<file path="src/rtl/wb_result_select.sv">
// Write-back stage: picks one of NUM_SRC results, aligns/extends sub-word loads
// from the memory source, and registers the register-file write port.
module wb_result_select #(
  parameter int DATA_W     = 32,
  parameter int NUM_SRC    = 4,
  parameter int SEL_W      = 2,
  parameter int MEM_SRC    = 1,
  parameter int REG_ADDR_W = 5,
  parameter int CNT_W      = 32,
  localparam int OFF_W     = $clog2(DATA_W / 8)
) (
  input  logic                      Clk,
  input  logic                      Reset,
  input  logic                      Stall_WB,
  input  logic                      Flush_WB,
  input  logic                      Valid_In,
  input  logic [NUM_SRC*DATA_W-1:0] Src_Data,
  input  logic [SEL_W-1:0]          Result_Sel,
  input  logic [1:0]                Load_Size,
  input  logic                      Load_Signed,
  input  logic [OFF_W-1:0]          Byte_Offset,
  input  logic                      RegWrite_In,
  input  logic [REG_ADDR_W-1:0]     Write_Reg_In,
  output logic [DATA_W-1:0]         Write_Data_WB,
  output logic [REG_ADDR_W-1:0]     Write_Reg_WB,
  output logic                      RegWrite_WB,
  output logic                      Valid_WB,
  output logic                      Align_Err,
  output logic                      Sel_Err,
  output logic [CNT_W-1:0]          Retire_Count
);

  // One extra bit so NUM_SRC == 2**SEL_W is representable.
  localparam logic [SEL_W:0] NUM_SRC_L = (SEL_W + 1)'(NUM_SRC);

  logic [DATA_W-1:0]     src_arr [NUM_SRC];
  logic                  sel_ok;
  logic                  is_mem;
  logic [DATA_W-1:0]     sel_data;
  logic [7:0]            byte_val;
  logic [15:0]           half_val;
  logic [DATA_W-1:0]     aligned_data;
  logic                  misaligned;

  logic [DATA_W-1:0]     data_q, data_d;
  logic [REG_ADDR_W-1:0] reg_q, reg_d;
  logic                  we_q, we_d;
  logic                  valid_q, valid_d;
  logic                  aerr_q, aerr_d;
  logic                  serr_q, serr_d;
  logic [CNT_W-1:0]      cnt_q, cnt_d;

  generate
    for (genvar gi = 0; gi < NUM_SRC; gi++) begin : g_src
      assign src_arr[gi] = Src_Data[gi*DATA_W +: DATA_W];
    end
  endgenerate

  assign sel_ok = ({1'b0, Result_Sel} < NUM_SRC_L);
  assign is_mem = sel_ok && (Result_Sel == SEL_W'(MEM_SRC));

  // Out-of-range selectors fall back to source 0.
  always_comb begin
    sel_data = src_arr[0];
    for (int k = 1; k < NUM_SRC; k++) begin
      if (sel_ok && (Result_Sel == SEL_W'(k))) sel_data = src_arr[k];
    end
  end

  assign byte_val = sel_data[{Byte_Offset, 3'b000} +: 8];
  assign half_val = sel_data[{Byte_Offset[OFF_W-1:1], 4'b0000} +: 16];

  always_comb begin
    aligned_data = sel_data;
    if (is_mem) begin
      if (Load_Size == 2'b00)
        aligned_data = {{(DATA_W-8){Load_Signed & byte_val[7]}}, byte_val};
      else if (Load_Size == 2'b01)
        aligned_data = {{(DATA_W-16){Load_Signed & half_val[15]}}, half_val};
    end
  end

  assign misaligned = ((Load_Size == 2'b01) & Byte_Offset[0]) |
                      (Load_Size[1] & (|Byte_Offset));

  always_comb begin
    data_d  = data_q;
    reg_d   = reg_q;
    we_d    = we_q;
    valid_d = valid_q;
    aerr_d  = aerr_q;
    serr_d  = serr_q;
    cnt_d   = cnt_q;
    if (Flush_WB) begin
      valid_d = 1'b0;
      we_d    = 1'b0;
      aerr_d  = 1'b0;
    end else if (!Stall_WB) begin
      valid_d = Valid_In;
      we_d    = Valid_In & RegWrite_In & (Write_Reg_In != '0);
      reg_d   = Write_Reg_In;
      data_d  = aligned_data;
      aerr_d  = Valid_In & is_mem & misaligned;
      serr_d  = serr_q | (Valid_In & ~sel_ok);
      if (Valid_In) cnt_d = cnt_q + CNT_W'(1);
    end
  end

  always_ff @(posedge Clk) begin
    if (Reset) begin
      data_q  <= '0;
      reg_q   <= '0;
      we_q    <= 1'b0;
      valid_q <= 1'b0;
      aerr_q  <= 1'b0;
      serr_q  <= 1'b0;
      cnt_q   <= '0;
    end else begin
      data_q  <= data_d;
      reg_q   <= reg_d;
      we_q    <= we_d;
      valid_q <= valid_d;
      aerr_q  <= aerr_d;
      serr_q  <= serr_d;
      cnt_q   <= cnt_d;
    end
  end

  assign Write_Data_WB = data_q;
  assign Write_Reg_WB  = reg_q;
  assign RegWrite_WB   = we_q;
  assign Valid_WB      = valid_q;
  assign Align_Err     = aerr_q;
  assign Sel_Err       = serr_q;
  assign Retire_Count  = cnt_q;

endmodule

</file>
<file path="config.mk">
export PLATFORM = sky130hd
export DESIGN_NAME = wb_result_select
export DESIGN_NICKNAME = d
export VERILOG_FILES = /design/src/rtl/wb_result_select.sv
export SDC_FILE = /design/constraint.sdc
export NUM_CORES = 1
export LEC_CHECK = 0
export CORE_ASPECT_RATIO = 0.7
export CORE_MARGIN = 5
export CORE_UTILIZATION = 42
export CTS_BUF_LIST = sky130_fd_sc_hd__clkbuf_4 sky130_fd_sc_hd__clkbuf_8
export DETAILED_ROUTE_END_ITERATION = 8
export PLACE_DENSITY_LB_ADDON = 0.05
export REMOVE_ABC_BUFFERS = 1
export SLEW_MARGIN = 10
export SYNTH_ARGS = -nofsm -noshare
export SYNTH_HDL_FRONTEND = slang
export SYNTH_SLANG_ARGS = --single-unit
</file>
<file path="constraint.sdc">
create_clock -name Clk -period 2.42 [get_ports Clk]
set_clock_uncertainty 0.1 [all_clocks]
set_input_delay 0.484 -clock Clk [delete_from_list [all_inputs] [get_ports Clk]]
set_output_delay 0.484 -clock Clk [all_outputs]
set_load 0.01 [all_outputs]
</file>
==> summary.txt, run 1 <==
Logic synthesis
  • Synth top area cells: dfxtp_1, mux4_2, nor2_1
  • Avg Cell Area, Syn: 8.80 um^2
  • Post-Synth Simple-Gate Area: 23.3%
  • Synthesized-area fraction occupied by adder cells: less than 1%
  • Cells after Synth: ~510
  • Async S/R FF share, synth: 0%
  • Post-synthesis mux area share: between 15 and 20%
  • Top_reg_cell synth: dfxtp_1
  • Xor/xnor share of the synthesized area: 4.64%
  • Synth cell types: 62
  • Compound-Gate Fraction of Synth Area: 18.9%
  • Number of flops mapped to enable cells by yosys: 0
  • Largest family of logic cells by synthesized area: simple AND/OR/NAND/NOR gates
  • Mapped cell area: between 4000 and 5000 um^2
  • Yosys top cell by area: dfxtp_1
  • Synth top area share: 31.8%
  • Ys Warns: 0
  • #FFs+latches synth: 72
  • Post-synthesis sequential area ratio: 31.8%

Layout
  • Synthesis-to-finish area growth: 59.6%
  • Commonest non-fill, non-tap cell in the layout: clkdlybuf4s50_1
  • # nets final: 894
  • Area taken by multi-input logic gates: 2870 um^2
  • Number of fill cells: 829
  • Commonest non-fill, non-tap cells in the layout: clkdlybuf4s50_1, nor2_1, dfxtp_1
  • Register area: approximately 1400 um^2
  • Share of cells above drive strength 1: roughly 14%
  • # diodes: 0

Critical path
  • Worst Path Buf+Inv: 2
  • Setup crit end kind: register
  • Worst Path Required: 2.53 ns
  • Critical Path Start Type: input port
  • Worst EP arrival: 2.38 ns
  • Kind of critical path: input port to register
  • Slowest CP cell: clkdlybuf4s50_1
  • Cell Chain, Critical Path: clkdlybuf4s50_1 -> buf_4 -> nand2_1 -> a211oi_1 -> nor4_4 -> a21oi_4 -> a311oi_1
  • CP max FO: 16
  • Critical Path Max Stage Delay: roughly 0.45 ns
  • CP delay by family, top: compound AO/OA/AOI/OAI gates

Die
  • Die ar.: 13,000 um^2
  • # rows: 31
  • Die width: 134 um
  • Number of I/O pins: 219
  • Area of the core: ~10,000 um^2
  • Initial Utilization: between 40 and 50%
  • Height of the die: 96.9 um

STA
  • Count of pins over their slew limit: 0
  • Hold Slack: approximately 0.37 ns
  • Final TNS setup: 0 ns
  • Highest Clock Rate: 441 MHz
  • RSZ-0062 raised after global routing: no
  • Final Hold Viols: 0
  • Minimum clock period: around 2.3 ns
  • Slew HR: 65.0%
  • Slew @ Worst Pin: ~0.52 ns
  • Setup violators final: 0
  • Final Cycle Share: 93.7%

Power and ir drop
  • Pleak: 2.56 nW
  • VDD IR max: 0.000218 V
  • Cell area power density: 437 nW/um^2

Global routing
  • Vias in the first global route: 5,207
  • First-pass GRT wire length: 26,300 um
  • Largest net degree at the start of global routing: 45
  • Tot GR Track Use: approximately 25%
  • Initial antenna violation count: 0
  • Grt ovf: 0

Placed design
  • PortBufs: 217
  • Gpl congestion: 0.983
  • Post-DP HPWL: 13,700 um

Detailed routing
  • DR vias: 5,040
  • Via density: roughly 5.7
  • Final wirelength: 16,800 um
  • DRC errors left: 0
  • Wire per inst: about 19 um
  • Initial DRC Count: 433
  • Antenna-violating nets left: 0
  • First drt pass iteration count: 5

CTS
  • Post-CTS sizing: 0
  • Hold Buf Count CTS: 0
  • Sink Count: 72
  • CTS clock-pin slew for the worst setup and hold paths: 0.08 ns
  • H-tree levels: 3
  • CTS tree: yes
  • Worst-Skew Late Latency: 0.36 ns
  • CTS Buf Count: 9
  • CTS root buf: clkbuf_8
  • Post-CTS Setup Bufs: 0
  • Clk buf depth: 2

Outcome
  • Outcome: completed

Worst hold path
  • Hold crit path type: register to register

Job
  • Maximum Capacitance Violations: 0
cells in the mapped netlist (all sizes together) (6+ instances only):
master and instances:
nand2 31, mux4 21, mux2 11, xor2 8
buf 22, a211oi 18, nor2 84, mux2i 13
dfxtp 72, nor4 11, nor3 20, a221oi 13
a21oi 33, or3 6, o21ai 16, nand4 8
clkbuf 15, xnor2 16, nand3 16, inv 8
nand2b 6, a311oi 9
worst reg2reg max path: cells and delay by family, from the launching register on:
kind	cells	cell delay (ns)
simple gates	3	1.08
flops	1	0.45
compound gates	2	0.27
per-stage QoR:
| stage | util [%] | instances | setup WS (ns) | total power [mW] | instance area [um^2] |
|---|---|---|---|---|---|
| 2_1_floorplan | - | 477 | -0.562 | 1.57 | 4330 |
| 3_3_place_gp | 67.0 | 868 | -0.146 | 2.08 | 6990 |
| 3_5_place_dp | 67.0 | 868 | -0.207 | 2.09 | 6990 |
| 4_1_cts | 69.2 | 884 | 0.188 | 3.18 | 7220 |
| 5_1_grt | 69.2 | 884 | 0.0556 | 3.29 | 7220 |
| 6_report | 69.2 | 884 | 0.153 | 3.15 | 7220 |
per-layer routing:
| metal | track usage, % | wire, um | vias up |
|---|---|---|---|
| li1 | - | - | 2391 |
| met1 | 31.2 | 7010 | 2370 |
| met2 | 41.8 | 7810 | 251 |
| met3 | 8.82 | 1700 | 28 |
| met4 | 6.34 | 303 | 0 |
| met5 | 0 | 0 | - |
power breakdown:
part	leakage (nW)	internal, mW	switching, mW
Sequential	0.587	1.23	0.0261
Clock	0.109	0.611	0.476
Combinational	1.87	0.473	0.340
sequential cells by signal, indices dropped and copies added (netlist names):
register,flops
Valid_WB,1
Retire_Count,32
RegWrite_WB,1
Align_Err,1
Write_Data_WB,32
Write_Reg_WB,5
worst paths after layout:
check	startpoint	end	slack (ns)	cells after the start
setup / recovery	Byte_Offset[1]	Write_Data_WB[22]$_SDFFE_PP0P_	0.15	7
hold / removal	Write_Reg_WB[0]$_SDFFE_PP0P_	Write_Reg_WB[0]$_SDFFE_PP0P_	0.37	2
setup reg to reg	Retire_Count[15]$_SDFFE_PP0P_	Retire_Count[31]$_SDFFE_PP0P_	0.41	5
hold reg to reg	Write_Reg_WB[0]$_SDFFE_PP0P_	Write_Reg_WB[0]$_SDFFE_PP0P_	0.37	2
cells by family (layout without fill, tap and decap cells):
logic type | Yosys count | count (layout)
mux | 45 | 45
flops | 72 | 72
simple gates | 207 | 207
other cells | 1 | 1
xor+xnor | 24 | 24
fa+ha+maj | 1 | 1
compound gates | 119 | 119
buf+inv | 45 | 283
cell type report:
| class | count | share of cell area (%) |
|---|---|---|
| tap | 132 | 2.29 |
| clock buffer | 10 | 1.91 |
| sequential | 72 | 20.0 |
| multi-input combinational | 397 | 39.7 |
| inverter | 8 | 0.416 |
| timing repair buffer | 259 | 34.4 |
| clock inverter | 6 | 1.28 |
(Power assumes the default switching activity.)
==> run 2, diff against run 1 <==
--- a/config.mk
+++ b/config.mk
@@ -5,10 +5,11 @@
 export SDC_FILE = /design/constraint.sdc
 export NUM_CORES = 1
 export LEC_CHECK = 0
+export CAP_MARGIN = 20
 export CORE_ASPECT_RATIO = 0.7
-export CORE_MARGIN = 5
 export CORE_UTILIZATION = 42
 export CTS_BUF_LIST = sky130_fd_sc_hd__clkbuf_4 sky130_fd_sc_hd__clkbuf_8
+export CTS_CLUSTER_DIAMETER = 100
 export DETAILED_ROUTE_END_ITERATION = 8
 export PLACE_DENSITY_LB_ADDON = 0.05
 export REMOVE_ABC_BUFFERS = 1
==> run 2 against run 1 <==
Final area increased by 0.24%; flip-flop and latch count unchanged; non-clock buffer count decreased by 4; first-iteration DRC count decreased by 9.9%; total power increased by 0.35%; largest cell class unchanged.
==> summary.txt, run 2 (synthesis gave the netlist of run 1 again) <==
Outcome
  • Outcome: completed (unchanged)

CTS
  • CTS root buf: clkbuf_8 (unchanged)
  • CTS tree: yes (unchanged)
  • CTS clock-pin slew for the worst setup and hold paths: 0.09 ns (was 0.08 ns)
  • Clk buf depth: 2 (unchanged)
  • Post-CTS Setup Bufs: 0 (unchanged)
  • Hold Buf Count CTS: 0 (unchanged)
  • CTS Buf Count: 9 (unchanged)
  • Worst-Skew Late Latency: 0.35 ns (was 0.36 ns)
  • Sink Count: 72 (unchanged)
  • H-tree levels: 3 (unchanged)
  • Post-CTS sizing: 0 (unchanged)

Die
  • Initial Utilization: 43.5% (was 43.4%)
  • Area of the core: 10,400 um^2 (about the same)
  • # rows: 31 (unchanged)
  • Height of the die: 88.9 um (was 96.9 um)
  • Die ar.: 11,200 um^2 (was 13,000 um^2)
  • Die width: 126 um (was 134 um)
  • Number of I/O pins: 219 (unchanged)

Critical path
  • Kind of critical path: input port to register (unchanged)
  • Setup crit end kind: register (unchanged)
  • Cell Chain, Critical Path: clkdlybuf4s50_1 -> buf_12 -> nand2_1 -> a211oi_1 -> nor4_4 -> a21oi_4 -> a311oi_1 (was clkdlybuf4s50_1 -> buf_4 -> nand2_1 -> a211oi_1 -> nor4_4 -> a21oi_4 -> a311oi_1)
  • CP delay by family, top: compound AO/OA/AOI/OAI gates (unchanged)
  • Slowest CP cell: clkdlybuf4s50_1 (unchanged)
  • CP max FO: 16 (unchanged)
  • Worst Path Required: 2.53 ns (about the same)
  • Critical Path Max Stage Delay: 0.50 ns (was 0.45 ns)
  • Critical Path Start Type: input port (unchanged)
  • Worst EP arrival: 2.42 ns (was 2.38 ns)
  • Worst Path Buf+Inv: 2 (unchanged)

Detailed routing
  • DRC errors left: 0 (unchanged)
  • DR vias: 5,013 (was 5,040)
  • Final wirelength: 15,500 um (was 16,800 um)
  • Initial DRC Count: 390 (was 433)
  • First drt pass iteration count: 8 (was 5)
  • Wire per inst: 17.6 um (was 19.0 um)
  • Antenna-violating nets left: 0 (unchanged)
  • Via density: 5.70 (about the same)

Layout
  • Synthesis-to-finish area growth: 59.9% (was 59.6%)
  • # nets final: 890 (was 894)
  • Commonest non-fill, non-tap cell in the layout: clkdlybuf4s50_1 (unchanged)
  • Share of cells above drive strength 1: 13.8% (was 14.2%)
  • Design area: 7240 um^2 (was 7220 um^2)
  • Register area: 1440 um^2 (unchanged)
  • Number of fill cells: 832 (was 829)
  • Area taken by multi-input logic gates: 2870 um^2 (unchanged)
  • Commonest non-fill, non-tap cells in the layout: clkdlybuf4s50_1, nor2_1, dfxtp_1 (unchanged)
  • Util after Layout: 69.6% (was 69.2%)
  • # diodes: 0 (unchanged)

STA
  • Slew @ Worst Pin: 0.538 ns (was 0.524 ns)
  • RSZ-0062 raised after global routing: no (unchanged)
  • Hold Slack: 0.365 ns (was 0.370 ns)
  • Final Cycle Share: 95.6% (was 93.7%)
  • Highest Clock Rate: 432 MHz (was 441 MHz)
  • Setup violators final: 0 (unchanged)
  • Minimum clock period: 2.31 ns (was 2.27 ns)
  • Count of pins over their slew limit: 0 (unchanged)
  • Final Hold Viols: 0 (unchanged)
  • Final TNS setup: 0 ns (unchanged)
  • Slew HR: 63.9% (was 65.0%)
  • Final worst setup slack: 0.105 ns (was 0.153 ns)

Worst hold path
  • Hold crit path type: register to register (unchanged)

Placed design
  • PortBufs: 217 (unchanged)
  • Post-DP HPWL: 12,200 um (was 13,700 um)
  • DP Worst Slack: -0.241 ns (was -0.207 ns)
  • Gpl congestion: 0.966 (was 0.983)
  • Placement-stage cell area: 7010 um^2 (was 6990 um^2)

Global routing
  • Vias in the first global route: 4,893 (was 5,207)
  • Initial antenna violation count: 0 (unchanged)
  • Tot GR Track Use: 27.9% (was 25.1%)
  • Largest net degree at the start of global routing: 48 (was 45)
  • First-pass GRT wire length: 24,300 um (was 26,300 um)
  • Grt ovf: 0 (unchanged)

Power and ir drop
  • Pleak: 2.56 nW (about the same)
  • VDD IR max: 0.000247 V (was 0.000218 V)
  • Cell area power density: 437 nW/um^2 (about the same)

Job
  • Maximum Capacitance Violations: 0 (unchanged)
run 2: cell type report:
class	count	share of cell area, %
timing repair buffer	255	34.6
clock inverter	6	1.24
clock buffer	10	1.90
multi-input combinational	397	39.6
inverter	8	0.415
tap	132	2.28
sequential	72	19.9
run 2: stage by stage:
step	cells	total power [mW]
6_report	880	3.17
5_1_grt	880	3.30
4_1_cts	880	3.17
3_5_place_dp	864	2.08
3_3_place_gp	864	2.07
2_1_floorplan	477	1.57
run 2: per-layer routing:
layer  GRT usage [%]  share of wire (%)
met1            33.8                 43
met3            7.92                8.4
met5               0                  0
met4            7.67                1.9
met2            49.0                 47
run 2: worst reg2reg max path, cell delays in order, from the launching register on:
cell     delay [ns]
dfxtp_1        0.46
and4_1         0.36
nand4_4        0.29
nor3_2         0.46
a31o_2         0.22
a21oi_1        0.05
run 2: path summary, 6_finish.rpt:
path         slack [ns]  cells after the start                    startpoint                             end
max                0.11                      7                Byte_Offset[1]  Write_Data_WB[27]$_SDFFE_PP0P_
min                0.37                      2  Write_Reg_WB[1]$_SDFFE_PP0P_    Write_Reg_WB[1]$_SDFFE_PP0P_
max reg2reg        0.37                      5  Retire_Count[7]$_SDFFE_PP0P_   Retire_Count[31]$_SDFFE_PP0P_
min reg2reg        0.37                      2  Write_Reg_WB[1]$_SDFFE_PP0P_    Write_Reg_WB[1]$_SDFFE_PP0P_
run 2: power breakdown:
group	switching [mW]	total, mW	internal [mW]
sequential	0.0254	1.25	1.23
clock	0.491	1.11	0.614
combinational	0.333	0.807	0.475
==> run 3, diff against run 2 <==
--- a/config.mk
+++ b/config.mk
@@ -5,9 +5,10 @@
 export SDC_FILE = /design/constraint.sdc
 export NUM_CORES = 1
 export LEC_CHECK = 0
+export ABC_AREA = 1
 export CAP_MARGIN = 20
 export CORE_ASPECT_RATIO = 0.7
-export CORE_UTILIZATION = 42
+export CORE_UTILIZATION = 45
 export CTS_BUF_LIST = sky130_fd_sc_hd__clkbuf_4 sky130_fd_sc_hd__clkbuf_8
 export CTS_CLUSTER_DIAMETER = 100
 export DETAILED_ROUTE_END_ITERATION = 8
==> constraint.sdc (replaced) <==
create_clock -name Clk -period 2.42 [get_ports Clk]
set_clock_uncertainty 0.1 [all_clocks]
set_input_delay 0.484 -clock Clk [delete_from_list [all_inputs] [get_ports Clk]]
set_output_delay 0.484 -clock Clk [all_outputs]
set_load 0.005 [all_outputs]
==> run 3 against run 2 <==
Clock-buffer cell count unchanged; via count up 42%; combinational power up 21%; hold slack better by 0.0059 ns; global-route usage up 3.3 points; critical path depth up 10; sequential share of layout area down 2.7 points; critical path type unchanged; largest power group unchanged.
==> summary.txt, run 3 <==
Logic synthesis
  • Async S/R FF share, synth: 0% (unchanged)
  • Cells after Synth: 943 (was 514)
  • Number of flops mapped to enable cells by yosys: 0 (unchanged)
  • Top_reg_cell synth: dfxtp_1 (unchanged)
  • #FFs+latches synth: 72 (unchanged)
  • Mapped cell area: 5420 um^2 (was 4530 um^2)
  • Yosys top cell by area: dfxtp_1 (unchanged)
  • Most frequent cells after synthesis: nand2_1, nor2_1, nand3_1 (was nor2_1, dfxtp_1, a21oi_1, nand2_1, mux4_2)
  • Synth top area cells: dfxtp_1, nand2_1, nor2_1 (was dfxtp_1, mux4_2, nor2_1)
  • Avg Cell Area, Syn: 5.74 um^2 (was 8.80 um^2)
  • Post-synthesis sequential area ratio: 26.6% (was 31.8%)
  • Most common cell in the synthesized netlist: nand2_1 (was nor2_1)
  • Ys Warns: 0 (unchanged)
  • Synth cell types: 42 (was 62)
  • Synth top area share: 26.6% (was 31.8%)

Layout
  • Share of cells above drive strength 1: 8.85% (was 13.8%)
  • Register area: 1440 um^2 (unchanged)
  • Number of fill cells: 1,068 (was 832)
  • Util after Layout: 71.4% (was 69.6%)
  • # nets final: 1,340 (was 890)
  • Commonest non-fill, non-tap cells in the layout: nand2_1, clkdlybuf4s50_1, nor2_1 (was clkdlybuf4s50_1, nor2_1, dfxtp_1)
  • Area taken by multi-input logic gates: 3450 um^2 (was 2870 um^2)
  • Synthesis-to-finish area growth: 54.6% (was 59.9%)
  • # diodes: 0 (unchanged)
  • Commonest non-fill, non-tap cell in the layout: nand2_1 (was clkdlybuf4s50_1)

CTS
  • CTS tree: yes (unchanged)
  • Sink Count: 72 (unchanged)
  • H-tree levels: 3 (unchanged)
  • CTS root buf: clkbuf_8 (unchanged)
  • CTS Buf Count: 9 (unchanged)
  • Clk buf depth: 2 (unchanged)
  • Hold Buf Count CTS: 0 (unchanged)
  • Worst-Skew Late Latency: 0.35 ns (about the same)
  • CTS clock-pin slew for the worst setup and hold paths: 0.08 ns (was 0.09 ns)

Placed design
  • Gpl congestion: 0.996 (was 0.966)
  • Post-DP HPWL: 15,000 um (was 12,200 um)
  • DP Worst Slack: -0.214 ns (was -0.241 ns)
  • PortBufs: 217 (unchanged)

Detailed routing
  • First drt pass iteration count: 5 (was 8)
  • Final wirelength: 18,900 um (was 15,500 um)
  • Initial DRC Count: 569 (was 390)
  • DR vias: 7,134 (was 5,013)
  • Antenna-violating nets left: 0 (unchanged)
  • DRC errors left: 0 (unchanged)
  • Via density: 5.26 (was 5.70)
  • Wire per inst: 14.0 um (was 17.6 um)

Global routing
  • Initial antenna violation count: 0 (unchanged)
  • Vias in the first global route: 6,473 (was 4,893)
  • Grt ovf: 0 (unchanged)
  • Largest net degree at the start of global routing: 46 (was 48)
  • First-pass GRT wire length: 31,100 um (was 24,300 um)
  • Tot GR Track Use: 31.1% (was 27.9%)

Critical path
  • Worst Path Required: 2.56 ns (was 2.53 ns)
  • Reg2Reg Depth: 7 (was 5)
  • Critical Path Max Stage Delay: 0.45 ns (was 0.50 ns)
  • Most Frequent Cell on Critical Path: nand2_1
  • Worst reg2reg path startpoint: Retire_Count[0]$_SDFFE_PP0P_ (was Retire_Count[7]$_SDFFE_PP0P_)
  • Slowest CP cell: clkdlybuf4s50_1 (unchanged)
  • Worst EP arrival: 2.32 ns (was 2.42 ns)
  • Kind of critical path: input port to register (unchanged)
  • CP max FO: 12 (was 16)
  • Critical Path Start Type: input port (unchanged)
  • FF-to-FF setup slack: 0.38 ns (was 0.37 ns)
  • Reg2reg end: Retire_Count[28]$_SDFFE_PP0P_ (was Retire_Count[31]$_SDFFE_PP0P_)
  • Setup crit end kind: register (unchanged)
  • Cell Chain, Critical Path: clkdlybuf4s50_1 -> buf_4 -> inv_6 -> buf_12 -> nor2_1 -> nor2_1 -> nand3_1 -> nand2_1 -> nand2_1 -> nand2_1 -> nand2_2 -> buf_4 -> nand2_1 -> nand2_1 -> nand2_1 -> nor2_1 -> nor2_1 (was clkdlybuf4s50_1 -> buf_12 -> nand2_1 -> a211oi_1 -> nor4_4 -> a21oi_4 -> a311oi_1)

Job
  • Maximum Capacitance Violations: 0 (unchanged)

Power and ir drop
  • Pleak: 3.62 nW (was 2.56 nW)
  • Cell area power density: 403 nW/um^2 (was 437 nW/um^2)
  • VDD IR max: 0.000320 V (was 0.000247 V)

STA
  • Final Hold Viols: 0 (unchanged)
  • Count of pins over their slew limit: 0 (unchanged)
  • Setup violators final: 0 (unchanged)
  • Final worst setup slack: 0.239 ns (was 0.105 ns)
  • Minimum clock period: 2.18 ns (was 2.31 ns)
  • RSZ-0062 raised after global routing: no (unchanged)
  • Final Cycle Share: 90.1% (was 95.6%)
  • Highest Clock Rate: 458 MHz (was 432 MHz)

Die
  • Area of the core: 11,700 um^2 (was 10,400 um^2)
  • Number of I/O pins: 219 (unchanged)
  • # rows: 33 (was 31)
  • Die ar.: 12,500 um^2 (was 11,200 um^2)
  • Die width: 133 um (was 126 um)
  • Initial Utilization: 46.2% (was 43.5%)
  • Height of the die: 93.8 um (was 88.9 um)

Worst hold path
  • Worst Hold End: Write_Data_WB[0]$_SDFFE_PP0P_ (was Write_Reg_WB[1]$_SDFFE_PP0P_)
  • Hold crit path type: register to register (unchanged)
  • HP Start: Write_Data_WB[0]$_SDFFE_PP0P_ (was Write_Reg_WB[1]$_SDFFE_PP0P_)
  • Hold depth: 2 (unchanged)

Outcome
  • Outcome: completed (unchanged)
## run 3: changes by cell type in the layout (fill, tap and decap cells not counted), sizes merged, moves of 13 or more
| cell | previous run | this run |
|---|---|---|
| inv | 10 | 70 |
| nand3b | 2 | 15 |
| mux4 | 21 | 0 |
| o21ai | 16 | 83 |
| nand3 | 16 | 86 |
| a211oi | 18 | 1 |
| a21oi | 33 | 48 |
| buf | 41 | 69 |
| mux2i | 13 | 0 |
| nor2 | 84 | 149 |
| nand2 | 31 | 299 |
## run 3: how the worst max path moves through the flow
stage	startpoint	end	depth (start not counted)
after CTS	Result_Sel[1]	Write_Data_WB[22]$_SDFFE_PP0P_	14
after detailed placement	Result_Sel[1]	Write_Data_WB[22]$_SDFFE_PP0P_	14
after floorplan	Stall_WB	Retire_Count[18]$_SDFFE_PP0P_	8
after global placement	Result_Sel[1]	Write_Data_WB[22]$_SDFFE_PP0P_	14
after global routing	Result_Sel[1]	Write_Data_WB[18]$_SDFFE_PP0P_	17
final	Result_Sel[1]	Write_Data_WB[18]$_SDFFE_PP0P_	17
## run 3: cell families (layout without fill, tap and decap cells)
logic type | after synthesis | after routing | share of synthesized area [%]
flip-flops | 72 | 72 | 26.6
AO/OA/AOI/OAI | 151 | 151 | 14.9
buffers and inverters | 118 | 373 | 9.68
adder cells (fa/ha/maj) | 1 | 1 | 0.231
AND/OR/NAND/NOR | 590 | 590 | 46.9
other | 1 | 1 | 0.0692
XOR/XNOR | 10 | 10 | 1.62
## run 3: timing repair
action,CTS,global route
setup buffers,0,0
setup endpoints to repair,0,2
gates resized for setup,0,3
## run 3: cell type report
cell class	count	area share, %
clock buffer	10	1.57
clock inverter	6	1.29
inverter	71	3.30
multi-input combinational	753	41.2
sequential	72	17.2
tap	157	2.35
timing repair buffer	286	33.1
## run 3: worst max-delay path, delay by kind of cell
kind / cells / cell delay, ns
simple gates: 12 / 0.87
buf+inv: 5 / 0.95
## run 3: per-stage QoR
stage	hold slack (ns)	area [um^2]	std cells	power [mW]	setup TNS, ns
after floorplan	0.356	5160	896	1.69	-1.56
after detailed placement	0.358	8130	1339	2.24	-2.14
after global placement	0.359	8130	1339	2.23	-1.44
after global routing	0.401	8370	1355	3.56	0
final	0.371	8370	1355	3.37	0
after CTS	0.372	8370	1355	3.39	0
## run 3: where the power goes
part           switching (mW)  internal (mW)  leakage (nW)  total (mW)
logic                   0.456          0.517          2.91       0.973
clock network           0.453          0.693         0.120        1.15
registers              0.0258           1.23         0.587        1.26
total                   0.934           2.44          3.62        3.37
## run 3: layer usage
layer	global-route usage, %	routed length, um
met4	7.39	272
met1	43.5	8710
met3	7.07	1870
met5	0	0
met2	48.3	8100
